**src/rtl/imem_arbiter.sv**
```systemverilog
// Instruction-RAM arbiter: single-port RAM shared between core fetches and a program loader.
// The loader locks the core out for the whole session; fetch data returns one cycle after grant.
module imem_arbiter #(
    parameter int ADDR_W = 10,
    parameter int DATA_W = 32
) (
    input  logic              clk,
    input  logic              rst_n,
    input  logic              fetch_req,
    input  logic [31:0]       fetch_addr,
    output logic              fetch_gnt,
    output logic              fetch_rvalid,
    output logic [DATA_W-1:0] fetch_rdata,
    input  logic              load_en,
    input  logic              load_req,
    input  logic [31:0]       load_addr,
    input  logic [DATA_W-1:0] load_wdata,
    output logic              load_gnt,
    output logic              core_stall,
    output logic [ADDR_W:0]   load_count,
    output logic              err_misalign,
    output logic              err_range,
    output logic [ADDR_W-1:0] mem_addr,
    output logic              mem_we,
    output logic [DATA_W-1:0] mem_wdata,
    input  logic [DATA_W-1:0] mem_rdata
);

    typedef enum logic [1:0] {IDLE, FETCH, LOAD} state_t;

    localparam logic [ADDR_W:0] COUNT_MAX = {1'b1, {ADDR_W{1'b0}}};

    state_t state, next_state;
    logic   fetch_grant, load_grant, range_bad, enter_load;

    assign range_bad  = |load_addr[31:ADDR_W+2];
    assign enter_load = (state != LOAD) && load_en;

    always_ff @(posedge clk or negedge rst_n) begin
        if (!rst_n) state <= IDLE;
        else        state <= next_state;
    end

    always_comb begin
        next_state = state;
        unique case (state)
            IDLE, FETCH: begin
                if (load_en)        next_state = LOAD;
                else if (fetch_req) next_state = FETCH;
                else                next_state = IDLE;
            end
            LOAD:    next_state = load_en ? LOAD : IDLE;
            default: next_state = IDLE;
        endcase
    end

    // Internal grants stay free of rst_n so no flop sees the reset as data;
    // the reset gating is applied only on the outputs.
    always_comb begin
        fetch_grant  = 1'b0;
        load_grant   = 1'b0;
        fetch_gnt    = 1'b0;
        fetch_rvalid = 1'b0;
        load_gnt     = 1'b0;
        mem_we       = 1'b0;
        core_stall   = 1'b0;
        mem_addr     = fetch_addr[ADDR_W+1:2];
        mem_wdata    = load_wdata;
        fetch_rdata  = mem_rdata;
        unique case (state)
            IDLE, FETCH: fetch_grant = !load_en && fetch_req;
            LOAD: begin
                load_grant = load_en && load_req;
                mem_addr   = load_addr[ADDR_W+1:2];
            end
            default: ;
        endcase
        if (rst_n) begin
            fetch_gnt    = fetch_grant;
            fetch_rvalid = (state == FETCH);
            load_gnt     = load_grant;
            mem_we       = load_grant && !range_bad;
            core_stall   = (state == LOAD) || load_en;
        end
    end

    always_ff @(posedge clk or negedge rst_n) begin
        if (!rst_n) begin
            load_count   <= '0;
            err_misalign <= 1'b0;
            err_range    <= 1'b0;
        end else begin
            if (enter_load)
                load_count <= '0;
            else if (load_grant && load_count != COUNT_MAX)
                load_count <= load_count + 1'b1;
            if ((fetch_grant && fetch_addr[1:0] != 2'b00) ||
                (load_grant && load_addr[1:0] != 2'b00))
                err_misalign <= 1'b1;
            if (load_grant && range_bad)
                err_range <= 1'b1;
        end
    end

endmodule

```
**config.mk**
```make
export PLATFORM = sky130hd
export DESIGN_NAME = imem_arbiter
export DESIGN_NICKNAME = d
export VERILOG_FILES = /design/src/rtl/imem_arbiter.sv
export SDC_FILE = /design/constraint.sdc
export NUM_CORES = 1
export LEC_CHECK = 0
export ABC_AREA = 1
export ABC_CLOCK_PERIOD_IN_PS = 1300
export CAP_MARGIN = 10
export CORE_ASPECT_RATIO = 1.1
export CORE_UTILIZATION = 22
export DETAILED_ROUTE_END_ITERATION = 7
export GPL_ROUTABILITY_DRIVEN = 0
export PLACE_DENSITY = 0.78
export SYNTH_ARGS = -nofsm -noshare
export SYNTH_HDL_FRONTEND = slang
export SYNTH_SLANG_ARGS = --single-unit
```
**constraint.sdc**
```tcl
create_clock -name clk -period 1.3 [get_ports clk]
set_input_delay 0.13 -clock clk [delete_from_list [all_inputs] [get_ports clk]]
set_output_delay 0.13 -clock clk [all_outputs]
set_load 0.02 [all_outputs]
```
=== Yosys cells after proc, flatten, opt, wreduce, memory -nomap -nowiden ===
Index checks and enable logic that the tools add are counted.

* Register bits after elaboration: 15
* Input bits: 133
* Output and inout bits: 92
* Word-level logic and storage cells: 41

* Add/sub/neg operators: 1
* Eq/ne operators: 4
* Mux-type cells: 14
* Reduce and logical (&&, ||, !) cells: 18

{| class="wikitable"
|+ Operators by type and width
! operator !! number
|-
| two-way mux 11 bit || 2
|-
| OR reduction 20 bit || 1
|-
| adder 11 x 1 -> 11 bit, second input constant || 1
|-
| != test 11 bit, second input constant || 1
|-
| two-way mux 10 bit || 1
|-
| logical AND 1 bit || 8
|-
| two-way mux 1 bit || 8
|-
| nonzero test 2 bit || 3
|-
| two-way mux 2 bit || 2
|-
| case mux 2 bit (2 select lines) || 1
|-
| equality test 2 x 1 -> 1 bit, second input constant || 1
|-
| equality test 2 bit, second input constant || 1
|-
| zero test 1 bit || 2
|-
| zero test 2 bit || 1
|-
| logical OR 1 bit || 2
|-
| != test 2 bit, second input constant || 1
|-
| OR reduction 2 bit || 1
|}

=== Logic depth before layout (Yosys ltp) ===
Gate-level depths: netlist of the first run.

* Depth after elaboration: 5
* Depth in mapped cells: 8
* Mapped depth without buffers: 8

=== Worst setup path after synthesis of the first run ===
OpenSTA, ideal clock, no wires.

* Path type: register -> register
* Start: register load_count[0]
* End: register load_count[4]
* Library setup time: 0.118 ns
* Arrival time: 1.327 ns
* Data required time: 1.182 ns
* Path slack: -0.146 ns
* Stages on the path, launching flop included: 7
* Buffers on the path: 0
* Period minus slack after synthesis: 1.446 ns
* Cells stage by stage: dfrtp_1 -> ha_1 -> nand3_1 -> inv_1 -> or2_2 -> nand4_1 -> nand2_1

* Longest elaborated chain between the ends: 3
* Elaborated cells between the ends (all ways): 6
* Those cells by class: add/sub: 1; eq/ne: 1; mux: 2; reduce/logical: 2

{| class="wikitable"
|+ Ends and longest elaborated chain
! element !! line !! RTL
|-
| start: declaration || 20 || <nowiki>output logic [ADDR_W:0] load_count,</nowiki>
|-
| start signal: assignment || 96 || <nowiki>load_count <= load_count + 1'b1;</nowiki>
|-
| adder 11 x 1 -> 11 bit / != test 11 bit (equally long branches) || 96, 95 ||
|-
| two-way mux 11 bit / logical AND 1 bit (equally long branches) || 95 || <nowiki>else if (load_grant && load_count != COUNT_MAX)</nowiki>
|-
| two-way mux 11 bit / nonzero test 2 bit (equally long branches) || - ||
|}

Several ways; a longest one is shown, not always the timed one. The select of a mux whose other input is x is not followed.
A chain may end at the register's enable or synchronous reset.

=== Final worst setup path of the first run ===
* Start: register load_count[1]
* End: register load_count[4]

Same word-level chain as after synthesis.

==> results by group, run 1 <==
Run status
  – Status: finished, violations left
  – Failing checks: negative setup slack

Global routing
  – Total track usage: 14.7%
  – Antenna violations before repair: 0
  – Pin count of the biggest net entering global routing: 16
  – Gr ovfl total: 0
  – Vias in the first global route: around 1600
  – First-pass GRT wire length: 8700 microns

Timing
  – Setup WS post-layout: -102 ps
  – RSZ-0062 raised after global routing: true
  – Final Hold Viols: 0
  – Max Transition Viols Final: 0
  – Max Freq: around 0.7 GHz
  – Fin crit share: 108%
  – Worst-Margin Slew: 376 ps
  – Min Tclk post-route: 1400 ps
  – Setup TNS: -1090 ps
  – Slew margin rel.: 74.9%
  – Finish-stage setup viols: 23
  – Clk_skew: ~11 ps
  – Worst hold slack: 237 ps

Logic synthesis
  – Yosys cell types: 24
  – FF+latch count, synth: 15
  – Seq/Total Area, Yosys: 23.5%
  – Post-Syn Instances: roughly 240
  – Syn_area_per_cell: 6.59 sq um
  – Synth top area share: 30.1%
  – Synthesized cell area: 1600 sq um
  – Synth top area cells: buf_4, dfrtp_1, nand2_1, nor2_1, nand4_1
  – Synth warnings: 0
  – Synth area leader: buf_4
  – Post-Syn Nets: 377

Critical path
  – Critical R2R Launch: load_count[1]
  – R2R Setup Slk: -100 ps
  – Reg2Reg Capture Point: load_count[4]
  – Crit path DAT: 1550 ps
  – Critical path type: reg2reg
  – Worst Path Required: 1450 ps
  – CP Launch Type: flip-flop
  – Crit-path max FO: 4
  – CP endpoint kind: flip-flop
  – Worst Reg-to-Reg Cells: 7

Layout
  – Fill count: 751
  – Reg area: 382 sq um
  – Core Util, Final: approximately a third
  – Multi-input logic area: 826 sq um
  – Layout cell share with drive strength beyond 1: 32.6%
  – Final nets: 421
  – Number of diodes: 0
  – Area Overhead vs Synth: 52.1%

Detailed routing
  – Routed wire per std cell: between 15 and 20 microns
  – Vias/cell: 4.51
  – First-pass DRT Iterations: 5
  – DRC violations left: 0
  – Total Wirelength: 5920 microns
  – 1st-iter DRT viols: 35
  – ANT nets after route: 0
  – DR vias: 1668

CTS
  – Clk sinks: 15
  – Post-cts hold buffer count: 0
  – Worst-Skew Late Latency: 260 ps
  – Worst-path clk slew: 70 ps
  – CTS H-tree depth: 1
  – Clk root buf: clkbuf_8
  – Max clock buf depth: 2
  – CTS Buf Count: 3
  – CTS tree: yes

Floorplanning
  – Die Y: 91.3 microns
  – Die area: 7600 sq um
  – Die W: 83.2 microns
  – Starting density of the core: 22.8%
  – FP Rows: 32
  – Area of the core: 7010 sq um
  – Io pins: ~230

Power and ir drop
  – Maximum VDD drop: 0.000538 V
  – Leakage: 1.24 nW
  – Power density cells: 594 nW/um^2
  – Total power draw: 1.44 mW

Run
  – Number of max-cap violations: 0

Placement
  – Detailed-placement wirelength estimate: 4760 microns
  – Pre-CTS setup slack: -606 ps
  – IO Port Bufs: 76

Hold path
  – HP Class: in2async
[final cells by class]
type	count	area share [%]
repair buffers	105	41.3
well taps	85	4.38
flip-flops and latches	15	15.7
inverters	16	2.68
clock buffers	3	1.70
multi-input cells	145	34.0
clock inverters	1	0.206
[worst max-delay path, stage by stage (launching register included)]
cell and delay (ps):
dfrtp_2 430, buf_4 150, ha_4 160, nand3_4 100, inv_2 40, or2_2 260
nand4_1 90, nand2_1 50
[worst max path at each step]
stage	slack, ps	end	depth (start not counted)	startpoint
floorplan	3	load_count[4]	6	load_count[0]
global placement	-610	mem_we	7	load_addr[14]
detailed placement	-610	mem_we	7	load_addr[27]
CTS	-110	mem_we	6	state[0]
global route	-180	load_count[5]	9	state[0]
finish	-100	load_count[4]	7	load_count[1]
[synth_stat cells, drive strengths merged]
cell type	instances
nand2	79
buf	66
nor2	27
dfrtp	15
inv	15
nand3	10
nand4	10
o21ai	5
nor3	3
a21oi	2
ha	2
o21bai	2
clkbuf	1
clkinv	1
nand3b	1
nor4	1
or2	1
xor2	1
[sequential cells by signal, indices dropped and copies added (netlist names)]
signal        count
state             2
err_range         1
err_misalign      1
load_count       11
[placed cells by master, fill, tap and decap left out, drive strengths merged, types with 3 or more instances in the layout]
master         synthesis  routed
buf                   66      44
clkbuf                 1       4
clkdlybuf4s50          0      30
dfrtp                 15      15
dlygate4sd2            0      17
dlymetal6s2s           0      12
inv                   15      15
nand2                 79      79
nand3                 10      10
nand4                 10      10
nor2                  27      28
nor3                   3       3
o21ai                  5       5
[kinds of logic after synthesis]
group,count (synthesis),synth area share [%]
xor+xnor,1,0.549
buf+inv,83,35.1
flops,15,23.5
fa+ha+maj,2,1.57
simple gates,132,36.1
compound gates,9,3.14
[repair_timing]
item | in CTS | in global routing
resized for setup | 125 | 29
pin swaps | 8 | 19
gates cloned | 1 | 0
endpoints found under the setup margin | 39 | 27
buffers inserted | 2 | 3
[through the flow]
step / std cells / area [sq um]
5_1_grt: 370 / 2430
4_1_cts: 369 / 2330
6_report: 370 / 2430
2_1_floorplan: 242 / 1670
3_3_place_gp: 362 / 2220
3_5_place_dp: 362 / 2220
[power by group]
group / total [mW] / switching [mW] / internal, mW / leakage (nW)
sequential: 0.497 / 0.0178 / 0.479 / 0.187
clock: 0.389 / 0.176 / 0.213 / 0.0255
combinational: 0.556 / 0.259 / 0.297 / 1.03
[per-layer routing]
layer	vias to the layer above	part of all wire [%]	wire length [microns]	GRT usage, %
met5	-	0	0	0
met4	0	2.4	140	4.89
met3	12	15	910	8.73
met2	109	50	2970	26.2
met1	769	32	1910	14.1
li1	778	-	-	-
Power figures use the tool's default switching activity.
==> inputs of run 2 (changes only) <==
==> config.mk (replaced) <==
export PLATFORM = sky130hd
export DESIGN_NAME = imem_arbiter
export DESIGN_NICKNAME = d
export VERILOG_FILES = /design/src/rtl/imem_arbiter.sv
export SDC_FILE = /design/constraint.sdc
export NUM_CORES = 1
export LEC_CHECK = 0
export ABC_AREA = 0
export ABC_CLOCK_PERIOD_IN_PS = 1300
export CAP_MARGIN = 10
export CORE_UTILIZATION = 21
export DETAILED_ROUTE_END_ITERATION = 7
export GPL_ROUTABILITY_DRIVEN = 0
export PLACE_DENSITY = 0.77
export SYNTH_ARGS = -nofsm -noshare
export SYNTH_HDL_FRONTEND = slang
export SYNTH_SLANG_ARGS = --single-unit
==> results by group, run 2 <==
Run status
  – Status: finished, violations left
  – Failing checks: negative setup slack

Timing
  – Setup WS post-layout: -201 ps (-99.0 ps)
  – Max Transition Viols Final: 0 (unchanged)
  – Worst hold slack: 111 ps (-125 ps)
  – Finish-stage setup viols: 25 (+8.7%)
  – Setup TNS: -3620 ps (-2530 ps)
  – Clk_skew: 16.8 ps (+5.30 ps)
  – Min Tclk post-route: 1500 ps (+99.0 ps)
  – RSZ-0062 raised after global routing: true
  – Slew margin rel.: 78.9% (+3.9 points)
  – Fin crit share: 115% (+7.6 points)
  – Max Freq: 0.666 GHz (-6.6%)
  – Final Hold Viols: 0 (unchanged)
  – Worst-Margin Slew: 317 ps (-58.3 ps)

CTS
  – CTS tree: yes
  – CTS H-tree depth: 1 (unchanged)
  – Worst-path clk slew: 70 ps (about the same)
  – CTS Buf Count: 3 (unchanged)
  – Worst-Skew Late Latency: 260 ps (about the same)
  – Max clock buf depth: 2 (unchanged)
  – Clk sinks: 15 (unchanged)
  – Clk root buf: clkbuf_8

Layout
  – Flip-flop count of the largest register after layout: 11 (unchanged)
  – Final nets: 380 (-9.7%)
  – Layout cell share with drive strength beyond 1: 49.2% (+17 points)
  – Most common cell after layout, fill and taps aside: clkdlybuf4s50_1
  – Biggest regs: load_count: 11 flops, state: 2 flops
  – Most flops, register: load_count
  – Area Overhead vs Synth: 68.2%
  – Number of diodes: 0 (unchanged)
  – Commonest cells after routing, fill and taps aside: clkdlybuf4s50_1, buf_4, nand2_1, buf_6, nand2_2

Detailed routing
  – First-pass DRT Iterations: 4 (-1)
  – DRC violations left: 0 (unchanged)
  – 1st-iter DRT viols: 70 (+100%)
  – ANT nets after route: 0 (unchanged)
  – Routed wire per std cell: 14.4 microns (-9.8%)
  – DR vias: 1492 (-11%)
  – Vias/cell: 4.39 (-2.7%)
  – Total Wirelength: 4910 microns (-17%)

Global routing
  – Antenna violations before repair: 0 (unchanged)
  – GR met3 Demand/Resource: 4.67% (-4.1 points)
  – Global routing usage on met2: 21.9% (-4.2 points)
  – Gr ovfl total: 0 (unchanged)
  – First-pass GRT wire length: 7330 microns (-16%)
  – Pin count of the biggest net entering global routing: 10 (-6)
  – Total track usage: 12.6% (-2.1 points)
  – Met1 Track Usage GR: 14.4% (+0.28 points)
  – GRT busiest layer: met2
  – Vias in the first global route: 1466 (-9.7%)

Power and ir drop
  – Total power draw: 1.51 mW (+4.4%)
  – Maximum VDD drop: 0.000308 V (-43%)
  – Clock power frac: 26.4% (-0.6 points)
  – Flop pwr share: 33.0% (-1.5 points)
  – Combinational fraction of design power: 40.6% (+2.0 points)
  – Switching Power: 451 uW (-0.32%)
  – Switching part of the total: 30.0% (-1.4 points)
  – Internal Power: 1.05 mW (+6.6%)
  – Power density cells: 595 nW/um^2 (about the same)
  – Leakage: 1.09 nW (-12%)

Critical path
  – Most used cell, CP: buf_8
  – Crit path DAT: 1680 ps (+130 ps)
  – Worst setup startpoint: state[0]
  – Critical Path Sink: load_count[1]
  – CP endpoint kind: flip-flop
  – CP max stage cell: dfrtp_1
  – Critical path cell sequence: nand2b_4, buf_6, buf_8, buf_8, nor2_4, buf_4, a32o_1
  – CP top delay family: buffers and inverters
  – Critical path depth: 7 (unchanged)
  – Worst Path Required: 1480 ps (+30 ps)
  – CP Launch Type: flip-flop
  – Reg2Reg Capture Point: load_count[1]
  – Critical R2R Launch: state[0]
  – Critical Path Max Stage Delay: 390 ps (-40 ps)
  – Buffers and inverters on the worst path: 4 (+2)
  – Critical path type: reg2reg
  – R2R Setup Slk: -200 ps (-100 ps)
  – Worst Reg-to-Reg Cells: 7 (unchanged)
  – Crit-path max FO: 8 (+4)

Logic synthesis
  – Seq/Total Area, Yosys: 24.9% (+1.4 points)
  – Ys flop type: dfrtp_1
  – FF+latch count, synth: 15 (unchanged)
  – Most frequent cell after synthesis: buf_4
  – Number of synthesized flops with an enable pin: 0 (unchanged)
  – Syn_area_per_cell: 7.84 sq um (+19%)
  – Synthesized cell area: 1510 sq um (-5.6%)
  – Synth top area share: 32.4% (+2.3 points)
  – Synth top area cells: buf_4, dfrtp_1, nand2_1, o21ai_0, nor4_1
  – Post-Syn Instances: 192 (-21%)
  – Synth warnings: 0 (unchanged)
  – Synth area leader: buf_4
  – Post-synth top cells: buf_4, nand2_1, dfrtp_1
  – Post-Syn Nets: 327 (-13%)
  – Async set-reset flop share out of synthesis: 100% (unchanged)
  – Yosys cell types: 40 (+67%)

Floorplanning
  – Die Y: 86.7 microns (-5.1%)
  – Die area: 7510 sq um (-1.1%)
  – Starting density of the core: 21.9% (-0.86 points)
  – FP Rows: 30 (-6.3%)
  – Io pins: 225 (unchanged)
  – Area of the core: 6870 sq um (-2.0%)
  – Die W: 86.7 microns (+4.2%)

Hold path
  – HP Class: in2async

Run
  – Number of max-cap violations: 0 (unchanged)

Placement
  – Detailed-placement wirelength estimate: 3410 microns (-28%)
  – IO Port Bufs: 76 (unchanged)
==> run 2: power groups by stage <==
stage	sequential [mW]	combinational, mW	clock (mW)
5_1_grt	0.498	0.649	0.418
4_1_cts	0.496	0.568	0.393
2_1_floorplan	0.511	0.441	0
3_5_place_dp	0.503	0.468	0
3_3_place_gp	0.503	0.461	0
6_report	0.497	0.611	0.398
==> run 2: per-layer routing <==
layer | vias up | share of wire, %
met5 | - | 0
met4 | 0 | 0.94
met3 | 8 | 7.0
met2 | 62 | 54
met1 | 727 | 38
li1 | 695 | -
==> run 2: how the worst min path moves through the flow <==
stage	startpoint	end	slack, ps	cells after the start
2_1_floorplan	rst_n	err_misalign	-170	0
3_3_place_gp	mem_rdata[11]	fetch_rdata[11]	260	0
3_5_place_dp	mem_rdata[11]	fetch_rdata[11]	260	0
4_1_cts	rst_n	load_count[3]	100	2
5_1_grt	rst_n	load_count[3]	140	2
6_report	rst_n	load_count[3]	110	2
==> run 2: cell families (layout without fill, tap and decap cells) <==
group | Yosys count | count (layout) | synth area share [%]
mux | 1 | 1 | 0.665
compound gates | 27 | 27 | 11.0
fa+ha+maj | 2 | 2 | 1.66
xor+xnor | 2 | 2 | 1.16
simple gates | 72 | 72 | 25.1
flops | 15 | 15 | 24.9
buf+inv | 73 | 125 | 35.5
==> run 2: worst reg2reg max path, delay by kind of cell (launching register included) <==
| kind | cells | cell delay, ps |
|---|---|---|
| AOI/OAI and AO/OA | 1 | 150 |
| buffers and inverters | 4 | 540 |
| DFF | 1 | 390 |
| and+or+nand+nor | 2 | 350 |
==> run 2: through the flow <==
stage          cells  instance area, sq um  setup slack [ps]  util (%)
3_3_place_gp     319                  2110              -628      30.8
2_1_floorplan    192                  1560             -68.2         -
5_1_grt          340                  2530              -286      36.9
6_report         340                  2530              -201      36.9
3_5_place_dp     319                  2110              -700      30.8
4_1_cts          337                  2400              -198      35.0
==> run 2: timing repair <==
| action | in CTS | in global routing |
|---|---|---|
| resized for setup | 142 | 35 |
| hold endpoints to repair | 0 | 0 |
| buffers inserted | 12 | 4 |
| gates cloned | 2 | 0 |
| pin swaps | 16 | 26 |
| setup endpoints to repair | 39 | 30 |
| hold buffers | 0 | 0 |
==> run 2: cell type report <==
cell class	instances	area (sq um)
clock buffers	4	45.0
fillers	680	4340
inverters	4	15.0
multi-input cells	104	816
flip-flops and latches	15	388
well taps	96	120
repair buffers	117	1150
